==> config.mk <==
export PLATFORM = sky130hd
export DESIGN_NAME = score_reader_flat
export DESIGN_NICKNAME = d
export VERILOG_FILES = /design/src/rtl/score_reader_if.sv /design/src/rtl/score_reader.sv /design/src/flat_wrapper.sv
export SDC_FILE = /design/constraint.sdc
export NUM_CORES = 1
export LEC_CHECK = 0
export ABC_AREA = 1
export ABC_CLOCK_PERIOD_IN_PS = 2800
export CAP_MARGIN = 20
export CORE_AREA = 2 2 106 108
export CTS_CLUSTER_SIZE = 20
export DETAILED_ROUTE_END_ITERATION = 10
export DIE_AREA = 0 0 108 110
export GPL_TIMING_DRIVEN = 0
export MAX_ROUTING_LAYER = met4
export PLACE_DENSITY_LB_ADDON = 0.05
export SLEW_MARGIN = 20
export SYNTH_ARGS = -nofsm -noshare
export SYNTH_HDL_FRONTEND = slang
export SYNTH_SLANG_ARGS = --single-unit
==> constraint.sdc <==
create_clock -name clk -period 2.8 [get_ports clk]
set_input_delay 0.28 -clock clk [delete_from_list [all_inputs] [get_ports clk]]
set_output_delay 0.28 -clock clk [all_outputs]
set_load 0.03 [all_outputs]
==> src/rtl/score_reader_if.sv <==
// Bundle of the score_reader control, seven-segment inputs and result outputs.
// master drives requests and patterns; slave is the score_reader itself.
interface score_reader_if;
  logic       enable;
  logic       sample;
  logic       clear_high;
  logic [6:0] HEX5;
  logic [6:0] HEX4;
  logic [6:0] HEX3;
  logic [9:0] score;
  logic       score_valid;
  logic [9:0] high_score;
  logic       new_high;
  logic       dec_err;
  logic       busy;
  logic       overrun;

  modport master (
    output enable, sample, clear_high, HEX5, HEX4, HEX3,
    input  score, score_valid, high_score, new_high, dec_err, busy, overrun
  );

  modport slave (
    input  enable, sample, clear_high, HEX5, HEX4, HEX3,
    output score, score_valid, high_score, new_high, dec_err, busy, overrun
  );
endinterface

==> src/rtl/score_reader.sv <==
// Reads a three-digit score from active-low seven-segment patterns, converts
// it to binary over a fixed 5-cycle pipeline and tracks the high score.
module score_reader #(
  parameter bit BLANK_ZERO = 1'b1
) (
  input logic           clk,
  input logic           reset,
  score_reader_if.slave bus
);

  localparam logic [1:0] IDLE   = 2'd0;
  localparam logic [1:0] DECODE = 2'd1;
  localparam logic [1:0] ACC    = 2'd2;
  localparam logic [1:0] REPORT = 2'd3;

  // Returns {valid, digit}; blank (7F) only accepted where allow_blank is set.
  function automatic logic [4:0] seg_decode(input logic [6:0] seg, input logic allow_blank);
    logic [4:0] r;
    case (seg)
      7'h40:   r = 5'h10;
      7'h79:   r = 5'h11;
      7'h24:   r = 5'h12;
      7'h30:   r = 5'h13;
      7'h19:   r = 5'h14;
      7'h12:   r = 5'h15;
      7'h02:   r = 5'h16;
      7'h78:   r = 5'h17;
      7'h00:   r = 5'h18;
      7'h10:   r = 5'h19;
      7'h7F:   r = allow_blank ? 5'h10 : 5'h00;
      default: r = 5'h00;
    endcase
    return r;
  endfunction

  logic [1:0] state_q, state_d;
  logic [6:0] hex5_q, hex5_d, hex4_q, hex4_d, hex3_q, hex3_d;
  logic [3:0] dig_h_q, dig_h_d, dig_t_q, dig_t_d, dig_o_q, dig_o_d;
  logic [1:0] cnt_q, cnt_d;
  logic [9:0] acc_q, acc_d;
  logic [9:0] score_q, score_d;
  logic [9:0] high_q, high_d;
  logic       score_valid_q, score_valid_d;
  logic       new_high_q, new_high_d;
  logic       dec_err_q, dec_err_d;
  logic       overrun_q, overrun_d;

  logic [4:0] dec_h, dec_t, dec_o;
  logic [3:0] cur_digit;

  assign dec_h = seg_decode(hex5_q, BLANK_ZERO);
  assign dec_t = seg_decode(hex4_q, BLANK_ZERO);
  assign dec_o = seg_decode(hex3_q, 1'b0);

  always_comb begin
    case (cnt_q)
      2'd0:    cur_digit = dig_h_q;
      2'd1:    cur_digit = dig_t_q;
      default: cur_digit = dig_o_q;
    endcase
  end

  always_comb begin
    state_d       = state_q;
    hex5_d        = hex5_q;
    hex4_d        = hex4_q;
    hex3_d        = hex3_q;
    dig_h_d       = dig_h_q;
    dig_t_d       = dig_t_q;
    dig_o_d       = dig_o_q;
    cnt_d         = cnt_q;
    acc_d         = acc_q;
    score_d       = score_q;
    high_d        = high_q;
    overrun_d     = overrun_q;
    score_valid_d = 1'b0;
    new_high_d    = 1'b0;
    dec_err_d     = 1'b0;

    case (state_q)
      IDLE: begin
        if (bus.sample && bus.enable) begin
          hex5_d  = bus.HEX5;
          hex4_d  = bus.HEX4;
          hex3_d  = bus.HEX3;
          state_d = DECODE;
        end
      end
      DECODE: begin
        if (!(dec_h[4] && dec_t[4] && dec_o[4])) begin
          dec_err_d = 1'b1;
          state_d   = IDLE;
        end else begin
          dig_h_d = dec_h[3:0];
          dig_t_d = dec_t[3:0];
          dig_o_d = dec_o[3:0];
          acc_d   = '0;
          cnt_d   = '0;
          state_d = ACC;
        end
      end
      ACC: begin
        acc_d = acc_q * 10'd10 + {6'b0, cur_digit};
        cnt_d = cnt_q + 2'd1;
        if (cnt_q == 2'd2) state_d = REPORT;
      end
      default: begin
        score_d       = acc_q;
        score_valid_d = 1'b1;
        if (acc_q > high_q) begin
          high_d     = acc_q;
          new_high_d = 1'b1;
        end
        state_d = IDLE;
      end
    endcase

    if (bus.sample && (state_q != IDLE)) overrun_d = 1'b1;

    // A clear coinciding with REPORT still lets score update but suppresses the new high.
    if (bus.clear_high) begin
      high_d     = '0;
      new_high_d = 1'b0;
      overrun_d  = 1'b0;
    end
  end

  always_ff @(posedge clk or negedge reset) begin
    if (!reset) begin
      state_q       <= IDLE;
      hex5_q        <= '0;
      hex4_q        <= '0;
      hex3_q        <= '0;
      dig_h_q       <= '0;
      dig_t_q       <= '0;
      dig_o_q       <= '0;
      cnt_q         <= '0;
      acc_q         <= '0;
      score_q       <= '0;
      high_q        <= '0;
      score_valid_q <= 1'b0;
      new_high_q    <= 1'b0;
      dec_err_q     <= 1'b0;
      overrun_q     <= 1'b0;
    end else begin
      state_q       <= state_d;
      hex5_q        <= hex5_d;
      hex4_q        <= hex4_d;
      hex3_q        <= hex3_d;
      dig_h_q       <= dig_h_d;
      dig_t_q       <= dig_t_d;
      dig_o_q       <= dig_o_d;
      cnt_q         <= cnt_d;
      acc_q         <= acc_d;
      score_q       <= score_d;
      high_q        <= high_d;
      score_valid_q <= score_valid_d;
      new_high_q    <= new_high_d;
      dec_err_q     <= dec_err_d;
      overrun_q     <= overrun_d;
    end
  end

  assign bus.score       = score_q;
  assign bus.score_valid = score_valid_q;
  assign bus.high_score  = high_q;
  assign bus.new_high    = new_high_q;
  assign bus.dec_err     = dec_err_q;
  assign bus.busy        = (state_q != IDLE);
  assign bus.overrun     = overrun_q;

endmodule
==> src/flat_wrapper.sv <==
// flat-port wrapper written by rule: the top's interface ports become plain ports
module score_reader_flat 
#(
  parameter bit BLANK_ZERO = 1'b1
)
  (clk, reset, bus_enable, bus_sample, bus_clear_high, bus_HEX5, bus_HEX4, bus_HEX3, bus_score, bus_score_valid, bus_high_score, bus_new_high, bus_dec_err, bus_busy, bus_overrun);
  score_reader_if bus_i ();
  input logic clk;
  input logic reset;
  input wire logic [$bits(bus_i.enable)-1:0] bus_enable;
  input wire logic [$bits(bus_i.sample)-1:0] bus_sample;
  input wire logic [$bits(bus_i.clear_high)-1:0] bus_clear_high;
  input wire logic [$bits(bus_i.HEX5)-1:0] bus_HEX5;
  input wire logic [$bits(bus_i.HEX4)-1:0] bus_HEX4;
  input wire logic [$bits(bus_i.HEX3)-1:0] bus_HEX3;
  output wire logic [$bits(bus_i.score)-1:0] bus_score;
  output wire logic [$bits(bus_i.score_valid)-1:0] bus_score_valid;
  output wire logic [$bits(bus_i.high_score)-1:0] bus_high_score;
  output wire logic [$bits(bus_i.new_high)-1:0] bus_new_high;
  output wire logic [$bits(bus_i.dec_err)-1:0] bus_dec_err;
  output wire logic [$bits(bus_i.busy)-1:0] bus_busy;
  output wire logic [$bits(bus_i.overrun)-1:0] bus_overrun;
  assign bus_i.enable = bus_enable;
  assign bus_i.sample = bus_sample;
  assign bus_i.clear_high = bus_clear_high;
  assign bus_i.HEX5 = bus_HEX5;
  assign bus_i.HEX4 = bus_HEX4;
  assign bus_i.HEX3 = bus_HEX3;
  assign bus_score = bus_i.score;
  assign bus_score_valid = bus_i.score_valid;
  assign bus_high_score = bus_i.high_score;
  assign bus_new_high = bus_i.new_high;
  assign bus_dec_err = bus_i.dec_err;
  assign bus_busy = bus_i.busy;
  assign bus_overrun = bus_i.overrun;
  score_reader #(.BLANK_ZERO(BLANK_ZERO)) u_core (.clk(clk), .reset(reset), .bus(bus_i));
endmodule
==> qor.yml <==
antenna_found_initial: 0
crit_required_ns: 3.04
gp_congestion: 0.937
arrival_ns: 2.70
hold_path.class: "in -> async"
critPathMaxFanout: 7
clockRootBuffer: "clkbuf_8"
relSlewSlack_pct: 62.3
grt_pass1_vias: 3526
synth_seq_cells: 71
layout-drive-gt1-share_pct: 10.7
die_h_um: 110
core_area_um2: 10700
drtPass1Iterations: 4
rsz0062_at_grt: "false"
syn_inst: 541
final_max_slew_viol_count: 0
dp_hpwl_um: 6980
postCtsSetupRepairBufs: 0
ys_warn_count: 0
hold_viol: 0
critPathMaxStageDelay_ns: 0.50
cp_common_cell: "nand2_1"
routedWlPerCell_um: 12.5
min_period_ns: 2.46
cp-start-kind: "flip-flop"
p_leak_nw: 2.63
numCtsBuffers: 9
crit_path_top_delay_cell: "dfrtp_1"
drt_first_iter_violations: 157
dr_total_vias: 3580
h-tree-depth: 3
grt_max_degree: 39
syn2layout_area_growth_pct: 21.5
worst-setup-path-type: "reg -> reg"
worst_clock_skew_ns: 0.0145
max_slew.worst_pin.slew_ns: 0.566
worst_r2r_startpoint: "u_core.acc_q[1]"
wirelength_um: 9330
ys_types: 31
start_util_pct: 39.7
maxCapViolCount: 0
antenna_cells: 0
io_pins: 51
vias_per_cell: 4.78
run_status: "completed"
cts_tree: "done"
grt-ovfl-total: 0
ant_nets: 0
cellPowerDensity_nw_per_um2: 442
fin_nets: 659
die_w_um: 108
fin_crit_sh_pct: 87.7
portBuffers: 50
core.rowCount: 38
setup_viol: 0
syn_nets: 596
clk_pin_slew_ns: 0.08
max_freq_mhz: 407
clock-sinks: 71
grt_pass1_wl_um: 16200
die_area_um2: 11900
drc: 0
ir_worst_vdd_mv: 0.238
synth_seq_area_share_pct: 41.9
crit_start: "u_core.acc_q[1]"
ff2ff_path_depth: 11
fin_tns_setup_ns: 0
synth.avg_cell_area_um2: 7.84
grt_use_total_pct: 17.8
clk_latency_ns: 0.34
synth_area_um2: 4240
clockBufferDepth: 2
worstSetupEndpointType: "flip-flop"
rrSetupSlack_ns: 0.34
utilization_pct: 48.2
cp_cell_sequence: "ha_1 -> ha_1 -> fa_1 -> xor2_1 -> inv_1 -> nor2_1 -> nand2_1 -> nor2_1 -> nand2_1 -> nand3_1 -> nand2_1"
Yosys cell counts:
library cell | number | area, um^2
nand4_1 | 15 | 93.8
a21oi_1 | 35 | 175
inv_1 | 51 | 191
buf_1 | 1 | 3.75
o211ai_1 | 1 | 7.51
inv_2 | 3 | 11.3
nand4_4 | 1 | 21.3
o21ai_2 | 13 | 114
fa_1 | 2 | 40.0
nand2_1 | 150 | 563
buf_6 | 3 | 33.8
nor3_2 | 2 | 20.0
nor3_1 | 6 | 30.0
xor2_1 | 3 | 26.3
nor2_4 | 1 | 11.3
dfrtp_1 | 71 | 1780
nand3_2 | 10 | 100
o2111ai_1 | 1 | 8.76
clkinv_1 | 1 | 3.75
a211oi_1 | 1 | 7.51
ha_1 | 27 | 338
nand2_2 | 7 | 43.8
buf_2 | 1 | 5.00
clkbuf_1 | 10 | 37.5
o21ai_0 | 11 | 55.1
nor2_1 | 62 | 233
a31oi_1 | 1 | 6.26
nor2_2 | 6 | 37.5
nand3_1 | 41 | 205
nor3_4 | 1 | 16.3
xnor2_1 | 3 | 26.3
per-stage QoR:
step / setup slack, ns / instances / total power [mW] / area (um^2) / hold WS, ns
after global routing: 0.0436 / 749 / 2.41 / 5150 / 0.466
after global placement: -1.14 / 731 / 1.42 / 4920 / 0.461
after detailed placement: 0.358 / 732 / 1.43 / 4940 / 0.274
after CTS: 0.334 / 749 / 2.31 / 5150 / 0.434
after floorplan: 0.584 / 541 / 1.31 / 4240 / -0.0156
final: 0.345 / 749 / 2.28 / 5150 / 0.417
path summary, 6_finish.rpt:
kind,end
min in group clk,u_core.bus.score[7]
setup / recovery,u_core.acc_q[9]
hold / removal,u_core.bus.high_score[8]
setup reg to reg,u_core.acc_q[9]
max in group asynchronous,u_core.hex4_q[4]
hold reg to reg,u_core.bus.score[7]
critical path, delay by kind of cell (launching register included):
family | cells | cell delay, ns
AND/OR/NAND/NOR | 6 | 0.62
adder cells (fa/ha/maj) | 3 | 0.99
buffers and inverters | 1 | 0.08
flip-flops | 1 | 0.50
XOR/XNOR | 1 | 0.17
sequential cells by signal (all words and copies together), names as in the netlist, 2 cells and up:
name,count
u_core.state_q,2
u_core.dig_t_q,4
u_core.hex5_q,7
u_core.cnt_q,2
u_core.hex3_q,7
u_core.acc_q,10
u_core.hex4_q,7
u_core.dig_o_q,4
u_core.dig_h_q,4
u_core.bus.score,10
u_core.bus.high_score,10
per-layer routing:
metal / wire length [um] / vias up / share of wire (%) / global-route usage [%]
li1: - / 1885 / - / -
met1: 4270 / 1641 / 46 / 21.3
met2: 4730 / 41 / 51 / 31.1
met3: 203 / 13 / 2.2 / 2.35
met4: 118 / 0 / 1.3 / 5.95
met5: 0 / - / 0 / -
cells in the final DEF (no fill, tap or decap), types with 2 or more instances in the layout:
cell             instances
nand2_1                150
dfrtp_1                 71
nor2_1                  62
inv_1                   51
clkdlybuf4s50_1         49
nand3_1                 41
a21oi_1                 35
ha_1                    27
nand4_1                 15
o21ai_2                 13
clkbuf_8                12
clkbuf_1                11
o21ai_0                 11
nand3_2                 10
nand2_2                  7
nor2_2                   6
nor3_1                   6
inv_2                    3
buf_6                    3
xor2_1                   3
xnor2_1                  3
nor3_2                   2
fa_1                     2
clkinv_2                 2
where the power goes:
part | switching (mW) | internal (mW) | total (mW)
combinational | 0.171 | 0.103 | 0.274
clock | 0.392 | 0.483 | 0.875
sequential | 0.0558 | 1.07 | 1.13
final cells by class:
type                            count  area (um^2)
Inverter                           55          206
Buffer                             15         80.1
Fill cell                        1066         5540
Sequential cell                    71         1780
Tap cell                          140          175
Multi-Input combinational cell    400         2180
Clock inverter                      3         40.0
Timing Repair Buffer               52          528
Clock buffer                       13          169
cells by family after synthesis:
family / count (synthesis) / synth area share, %
AND/OR/NAND/NOR: 302 / 32.4
flip-flops: 71 / 41.9
buffers and inverters: 70 / 6.75
AO/OA/AOI/OAI: 63 / 8.82
adder cells (fa/ha/maj): 29 / 8.91
XOR/XNOR: 6 / 1.24
timing repair:
action                    4_1_cts  5_1_grt
hold endpoints to repair       33        0
resized for setup               0        0
hold buffers                    1        0
Power figures use the tool's default switching activity.
